`config.mk`:
```
export PLATFORM = sky130hd
export DESIGN_NAME = core_mem_port_arbiter
export DESIGN_NICKNAME = d
export VERILOG_FILES = /design/src/rtl/core_mem_port_arbiter.sv
export SDC_FILE = /design/constraint.sdc
export NUM_CORES = 1
export LEC_CHECK = 0
export ABC_CLOCK_PERIOD_IN_PS = 6700
export BUFFER_PORTS_ARGS = -buffer_cell sky130_fd_sc_hd__buf_2
export CELL_PAD_IN_SITES_DETAIL_PLACEMENT = 2
export CELL_PAD_IN_SITES_GLOBAL_PLACEMENT = 2
export CORE_MARGIN = 2
export CORE_UTILIZATION = 22
export DETAILED_ROUTE_END_ITERATION = 8
export GPL_TIMING_DRIVEN = 0
export PLACE_DENSITY_LB_ADDON = 0.1
export SYNTH_ARGS = -nofsm -noshare
export SYNTH_HDL_FRONTEND = slang
export SYNTH_SLANG_ARGS = --single-unit
```
`constraint.sdc`:
```
create_clock -name iCLOCK -period 6.7 [get_ports iCLOCK]
set_input_delay 0.67 -clock iCLOCK [delete_from_list [all_inputs] [get_ports iCLOCK]]
set_output_delay 0.67 -clock iCLOCK [all_outputs]
set_load 0.01 [all_outputs]
```
`src/rtl/core_mem_port_arbiter.sv`:
```
// Arbitrates the core's single memory port between instruction fetch and the
// load/store unit; an order queue routes in-order read responses to their requester.
module core_mem_port_arbiter #(
  parameter int unsigned DEPTH        = 4,
  parameter int unsigned STARVE_LIMIT = 3
) (
  input  logic        iCLOCK,
  input  logic        iRESET_SYNC,
  input  logic        iFETCH_REQ,
  input  logic [31:0] iFETCH_ADDR,
  output logic        oFETCH_LOCK,
  input  logic        iFETCH_FLUSH,
  output logic        oFETCH_VALID,
  output logic [31:0] oFETCH_DATA,
  input  logic        iDATA_REQ,
  input  logic        iDATA_RW,
  input  logic [31:0] iDATA_ADDR,
  input  logic [31:0] iDATA_WDATA,
  input  logic [3:0]  iDATA_MASK,
  output logic        oDATA_LOCK,
  output logic        oDATA_VALID,
  output logic [31:0] oDATA_RDATA,
  output logic        oMEM_REQ,
  input  logic        iMEM_LOCK,
  output logic        oMEM_RW,
  output logic [31:0] oMEM_ADDR,
  output logic [31:0] oMEM_WDATA,
  output logic [3:0]  oMEM_MASK,
  input  logic        iMEM_VALID,
  input  logic [31:0] iMEM_DATA,
  output logic        oPROTOCOL_ERR
);
  localparam int unsigned AW = $clog2(DEPTH);
  localparam int unsigned SW = $clog2(STARVE_LIMIT + 1);

  logic [AW:0]       wp, rp, count;
  logic [DEPTH-1:0]  q_src, q_disc, fetch_live;
  logic [SW-1:0]     starve;
  logic [AW-1:0]     off, head;
  logic              full, starved, fetch_elig, data_elig;
  logic              grant_fetch, grant_data, fetch_acc, data_acc;
  logic              push, pop, head_src, head_disc;

  always_comb begin
    count       = wp - rp;
    full        = (count == (AW+1)'(DEPTH));
    starved     = (starve == SW'(STARVE_LIMIT));
    fetch_elig  = iFETCH_REQ && !iFETCH_FLUSH && !full;
    data_elig   = iDATA_REQ && (iDATA_RW || !full);
    grant_fetch = !iRESET_SYNC && fetch_elig && (!data_elig || starved);
    grant_data  = !iRESET_SYNC && data_elig && !grant_fetch;
    fetch_acc   = grant_fetch && !iMEM_LOCK;
    data_acc    = grant_data && !iMEM_LOCK;
    push        = fetch_acc || (data_acc && !iDATA_RW);
    pop         = iMEM_VALID && (count != '0);
    head        = rp[AW-1:0];
    head_src    = q_src[head];
    // A flush in the pop cycle must also drop the response being popped.
    head_disc   = q_disc[head] || iFETCH_FLUSH;
  end

  // Mark which slots hold live fetch entries so a flush can tag them all.
  always_comb begin
    fetch_live = '0;
    off        = '0;
    for (int unsigned i = 0; i < DEPTH; i++) begin
      off           = AW'(i) - rp[AW-1:0];
      fetch_live[i] = ({1'b0, off} < count) && !q_src[i];
    end
  end

  always_comb begin
    oFETCH_LOCK = !fetch_acc;
    oDATA_LOCK  = !data_acc;
    oMEM_REQ    = grant_fetch || grant_data;
    oMEM_RW     = 1'b0;
    oMEM_ADDR   = '0;
    oMEM_WDATA  = '0;
    oMEM_MASK   = '0;
    if (grant_fetch) begin
      oMEM_ADDR = iFETCH_ADDR & 32'hFFFF_FFFC;
      oMEM_MASK = '1;
    end else if (grant_data) begin
      oMEM_RW    = iDATA_RW;
      oMEM_ADDR  = iDATA_ADDR;
      oMEM_WDATA = iDATA_WDATA;
      oMEM_MASK  = iDATA_MASK;
    end
  end

  always_ff @(posedge iCLOCK) begin
    if (iRESET_SYNC) begin
      wp            <= '0;
      rp            <= '0;
      q_src         <= '0;
      q_disc        <= '0;
      starve        <= '0;
      oFETCH_VALID  <= 1'b0;
      oFETCH_DATA   <= '0;
      oDATA_VALID   <= 1'b0;
      oDATA_RDATA   <= '0;
      oPROTOCOL_ERR <= 1'b0;
    end else begin
      // Flush first so a same-cycle push overrides its own slot's discard bit.
      if (iFETCH_FLUSH)
        q_disc <= q_disc | fetch_live;
      if (push) begin
        q_src[wp[AW-1:0]]  <= data_acc;
        q_disc[wp[AW-1:0]] <= 1'b0;
        wp                 <= wp + (AW+1)'(1);
      end
      if (pop)
        rp <= rp + (AW+1)'(1);

      oFETCH_VALID <= pop && !head_src && !head_disc;
      oDATA_VALID  <= pop && head_src;
      if (pop && !head_src && !head_disc)
        oFETCH_DATA <= iMEM_DATA;
      if (pop && head_src)
        oDATA_RDATA <= iMEM_DATA;
      if (iMEM_VALID && count == '0)
        oPROTOCOL_ERR <= 1'b1;

      if (fetch_acc)
        starve <= '0;
      else if (iFETCH_REQ && !starved)
        starve <= starve + SW'(1);
    end
  end
endmodule
```
; After elaboration in Yosys (flattened, before gate mapping)
; Index checks and enable logic that the tools add are counted.
[word_totals]
reg_bits = 83
input_bits = 140
output_inout_bits = 139
wordCells = 93
[op_classes]
add_sub_neg = 8
magnitude_cmp = 7
n_eq_ne = 2
muxes = 18
n_bitwise = 3
reduce_logical = 45
[ops]
columns = operator, n
row1 = 32-bit two-way mux, 4
row2 = 1-bit logical AND, 21
row3 = 4-bit two-way mux, 5
row4 = 1-bit zero test, 16
row5 = 2-bit by 3-bit < comparator with 1-bit output, 4
row6 = 3-bit by 1-bit adder with 3-bit output (second input constant), 2
row7 = 2-bit by 3-bit < comparator with 1-bit output (second input constant), 2
row8 = 1-bit logical OR, 5
row9 = 1-bit two-way mux, 5
row10 = 4-bit AND, 1
row11 = 1-bit binary-select mux with 2-bit select, 2
row12 = 4-bit bitwise mux, 1
row13 = 4-bit inverter, 1
row14 = 4-bit bitwise OR, 1
row15 = 1-bit by 2-bit subtractor with 2-bit output (first input constant), 2
row16 = 2-bit subtractor (first input constant), 2
row17 = 3-bit == test (second input constant), 1
row18 = 3-bit zero test, 1
row19 = 3-bit nonzero test, 1
row20 = 3-bit subtractor, 1
row21 = 2-bit by 1-bit adder with 2-bit output (second input constant), 1
row22 = 1-bit demux with 2-bit select, 1
row23 = 2-bit == test (second input constant), 1
row24 = 2-bit by 1-bit greater-or-equal comparator with 1-bit output (second input constant), 1
row25 = 2-bit OR reduction, 1

; Longest topological paths before layout
[depth]
word_depth = 14
mapped_depth = 11

; Worst setup path after synthesis
; Ideal clock, no wire load.
[synth_path]
kind = flip-flop to output port
from = register wp[0]
to = output oMEM_ADDR[10]
arrival_time_ps = 2406
slack_ps = 3624
path_stages_with_launch = 10
path_buffers = 1
path_cell_list = dfxtp_1 -> inv_1 -> ha_1 -> inv_1 -> fa_1 -> nand2b_1 -> o211ai_1 -> and2_0 -> buf_2 -> a22o_1
[synth_via]
elab_chain_cells = 12
word_cells_on_any_way = 15
classes_between = add/sub (1) / eq/ne (1) / mux (2) / reduce/logical (11)
[synth_rtl]
columns = item, line_no
row1 = "start, declared", 36  ; logic [AW:0] wp, rp, count;
row2 = "start signal, assigned", 110  ; wp <= wp + (AW+1)'(1);
row3 = 3-bit subtractor (*), 45  ; count = wp - rp;
row4 = 3-bit == test (*), 46  ; full = (count == (AW+1)'(DEPTH));
row5 = 1-bit zero test (*), "48, 49"
row6 = 1-bit logical OR, 49  ; data_elig = iDATA_REQ && (iDATA_RW || !full);
row7 = 1-bit logical AND, 49
row8 = 1-bit zero test, 50  ; grant_fetch = !iRESET_SYNC && fetch_elig && (!data_elig || starved);
row9 = 1-bit logical OR, 50
row10 = 1-bit logical AND, 50
row11 = 1-bit zero test, 51  ; grant_data = !iRESET_SYNC && data_elig && !grant_fetch;
row12 = 1-bit logical AND, 51
row13 = 32-bit two-way mux, 83  ; end else if (grant_data) begin
row14 = 32-bit two-way mux (*), 80  ; if (grant_fetch) begin
row15 = "end, declared", 26  ; output logic [31:0] oMEM_ADDR,
; Mark *: on every way between the ends. The rest lies on a longest branch, timed or not.

; Final worst setup path
[layout_path]
from = register wp[0]
to = output oMEM_ADDR[4]
; The elaborated chain is that of the path after synthesis.

==> out/summary.txt <==
fill cell count: 2069
initial antenna violation count: 3
Area growth syn-to-layout: 49.8%
Clk pin slew, worst setup/hold paths: 0.06 ns
peak supply drop: 0.127 mV
met3 Track Usage GR: 6.40%
Hold Buf Count CTS: 0
Hold WC Path Type: flip-flop to flip-flop
Die W: 137 um
total setup buffers inserted after CTS: 0
TritonCTS clock tree: yes
post-synth net total: 642
Setup TNS: 0 ns
Reg2Reg Launch Point: rp[0]$_SDFFE_PP0P_
DR WL/cell: 18.1 um
Initial Utilization: 22.5%
number of vias per cell: 4.64
WL final: 18.2 mm
status: finished, final reports clean
register area share after synthesis: 42.5%
yosys warns: 0
first-pass GRT wire length: 27.2 mm
Pins Over Slew Limit: 0
RSZ-0062 raised after global routing: no
post-synth top area share: 42.5%
gr busiest metal: met2
GP Congestion: 0.882
Port-buffer cells: 275
post-DP HPWL: 15.1 mm
clock buffer depth: 2
Post-route DRC: 0
Cells after Synth: 489
area of the core: 17400 um^2
setup violators final: 0
Slew headroom: 36.0%
Clock Sinks: 83
Reg2Reg Capture Point: oFETCH_DATA[16]$_SDFFE_PP0P_
min Tclk post-route: 4.21 ns
drt first pass iters: 4
Leakage: 0.00294 uW
CP arrival: 3.54 ns
final std cells w/o fill: 1007
CTS Buf Count: 9
crit path capture type: output pin
top_reg_cell synth: dfxtp_1
worst hold stages: 2
clock skew: 0.00582 ns
max capacitance violation total: 0
gr usage total: 19.1%
post-CTS resize count: 0
vias after detailed routing: 4669
CTS HTree Levels: 3
distinct cell type count after synthesis: 39
Crit Path Class: flip-flop to output pin
met2 global-route usage: 36.0%
# placed instances: 989
DR iter-0 viols: 101
min-delay src: oFETCH_DATA[11]$_SDFFE_PP0P_
Required @ worst endpoint: 6.03 ns
fin nets: 928
post-route ant nets: 0
power per cell area: 285 nW/um^2
Setup crit start: wp[0]$_SDFFE_PP0P_
Tightest Pin Transition: 0.951 ns
top post-synthesis cells by area: dfxtp_1 42%, nand2_1 14%, a21oi_1 8.6%, a22o_1 6.7%, and3_1 5.8%
GRT Residual Overflow: 0
die height: 137 um
clock latency on the worst-skew pair: 0.34 ns
largest net degree at the start of global routing: 14
IO Pins: 279
vias in the first global route: 5085
max frequency: 237 MHz
syn avg cell area: 8.00 um^2
post-synthesis register bit count: 83
die footprint: 18900 um^2
CP Max Fanout: 10
Root Buffer Master: clkbuf_16
Post-synth EDFFs: 0
Util after Layout: 33.8%
crit share post-route: 62.9%
reg2reg path depth: 9
Hold Path End: oFETCH_DATA[11]$_SDFFE_PP0P_
R2R Setup Slk: 3.18 ns
FP Rows: 48
area leader, netlist: dfxtp_1
Final Hold Viols: 0
met1 usage: 19.4%
Netlist Area Pre-Place: 3910 um^2
share of layout cells above drive strength 1: 38.7%
ys async rst share: 0%
crit start category: flip-flop
where the power goes:
part / switching (uW) / internal [uW]
Sequential: 42.4 / 557
Combinational: 345 / 232
Clock: 204 / 288
Total: 591 / 1080
metrics by stage:
| stage | total power, uW | hold slack [ns] | worst slack [ns] | instance area, um^2 |
|---|---|---|---|---|
| 3_5_place_dp | 1200 | 0.448 | 2.80 | 5570 |
| 2_1_floorplan | 938 | 0.446 | 3.62 | 3910 |
| 5_1_grt | 1790 | 0.481 | 2.10 | 5860 |
| 3_3_place_gp | 1170 | 0.439 | 2.86 | 5570 |
| 6_report | 1670 | 0.453 | 2.49 | 5860 |
| 4_1_cts | 1700 | 0.457 | 2.39 | 5860 |
critical path, cell delays in order (launching register included):
cell	delay [ns]
dfxtp_1	0.46
inv_1	0.14
ha_1	0.24
inv_1	0.09
fa_1	0.46
nand2b_1	0.24
o211ai_1	0.56
and2_0	0.39
buf_2	0.28
a22o_1	0.20
buf_2	0.14
layout by cell type, fill, tap and decap left out, drive strengths merged, types with 2 or more instances in the layout:
cell,count
a211oi,3
a21oi,67
a22o,30
a31oi,4
a32o,4
and2,2
and3,36
buf,283
clkbuf,42
clkinv,4
dfxtp,83
diode,2
ha,12
inv,13
mux2i,2
mux4,2
nand2,149
nand2b,4
nor2,7
nor2b,5
nor3,2
nor3b,2
o211ai,2
o21ai,6
Yosys cell counts, types with 2 or more instances:
master and instances:
a211oi_1 3, a32o_1 4, dfxtp_1 83, o211ai_1 2, a21oi_1 67, mux2i_1 2, nor2b_1 5, o21ai_0 6
and3_1 36, buf_2 6, buf_6 2, mux4_2 2, clkbuf_1 31, nand2b_1 4, nor2_1 7, a31oi_1 4
a22o_1 30, nand2_1 149, inv_1 13, nor3b_1 2, ha_1 12, nor3_1 2
routing by layer:
metal	routed length [um]	part of all wire (%)
met5	11	0.060
met4	465	2.6
met3	1350	7.4
met2	9740	54
met1	6630	36
how the worst max path moves through the flow:
stage | end | slack, ns
final | oMEM_ADDR[4] | 2.49
after global routing | oMEM_ADDR[7] | 2.10
after CTS | oMEM_ADDR[4] | 2.39
after detailed placement | oMEM_ADDR[4] | 2.80
after global placement | oMEM_ADDR[4] | 2.86
after floorplan | oMEM_ADDR[10] | 3.62
layout make-up:
cell class	instances	area [um^2]	share of cell area, %
antenna	2	5.00	0.0854
buffer	39	169	2.88
clock buffer	11	233	3.97
clock inverter	5	53.8	0.918
inverter	13	48.8	0.832
multi-input combinational	354	2030	34.7
sequential	83	1660	28.3
tap	225	282	4.80
timing repair buffer	275	1380	23.5
flip-flops by register name (all words and copies together) (netlist names), 2 cells and up:
register     flops
oDATA_RDATA     32
oFETCH_DATA     32
q_src            4
starve           2
rp               3
q_disc           4
wp               3
logic make-up after synthesis:
logic type / after synthesis / synth area share [%]
DFF: 83 / 42.5
xor gates and xnor gates: 4 / 1.66
buffers and inverters: 52 / 5.56
and+or+nand+nor: 210 / 23.6
muxes: 4 / 1.66
AOI/OAI and AO/OA: 123 / 20.7
adders and majority gates: 13 / 4.35
Power figures use the tool's default switching activity.
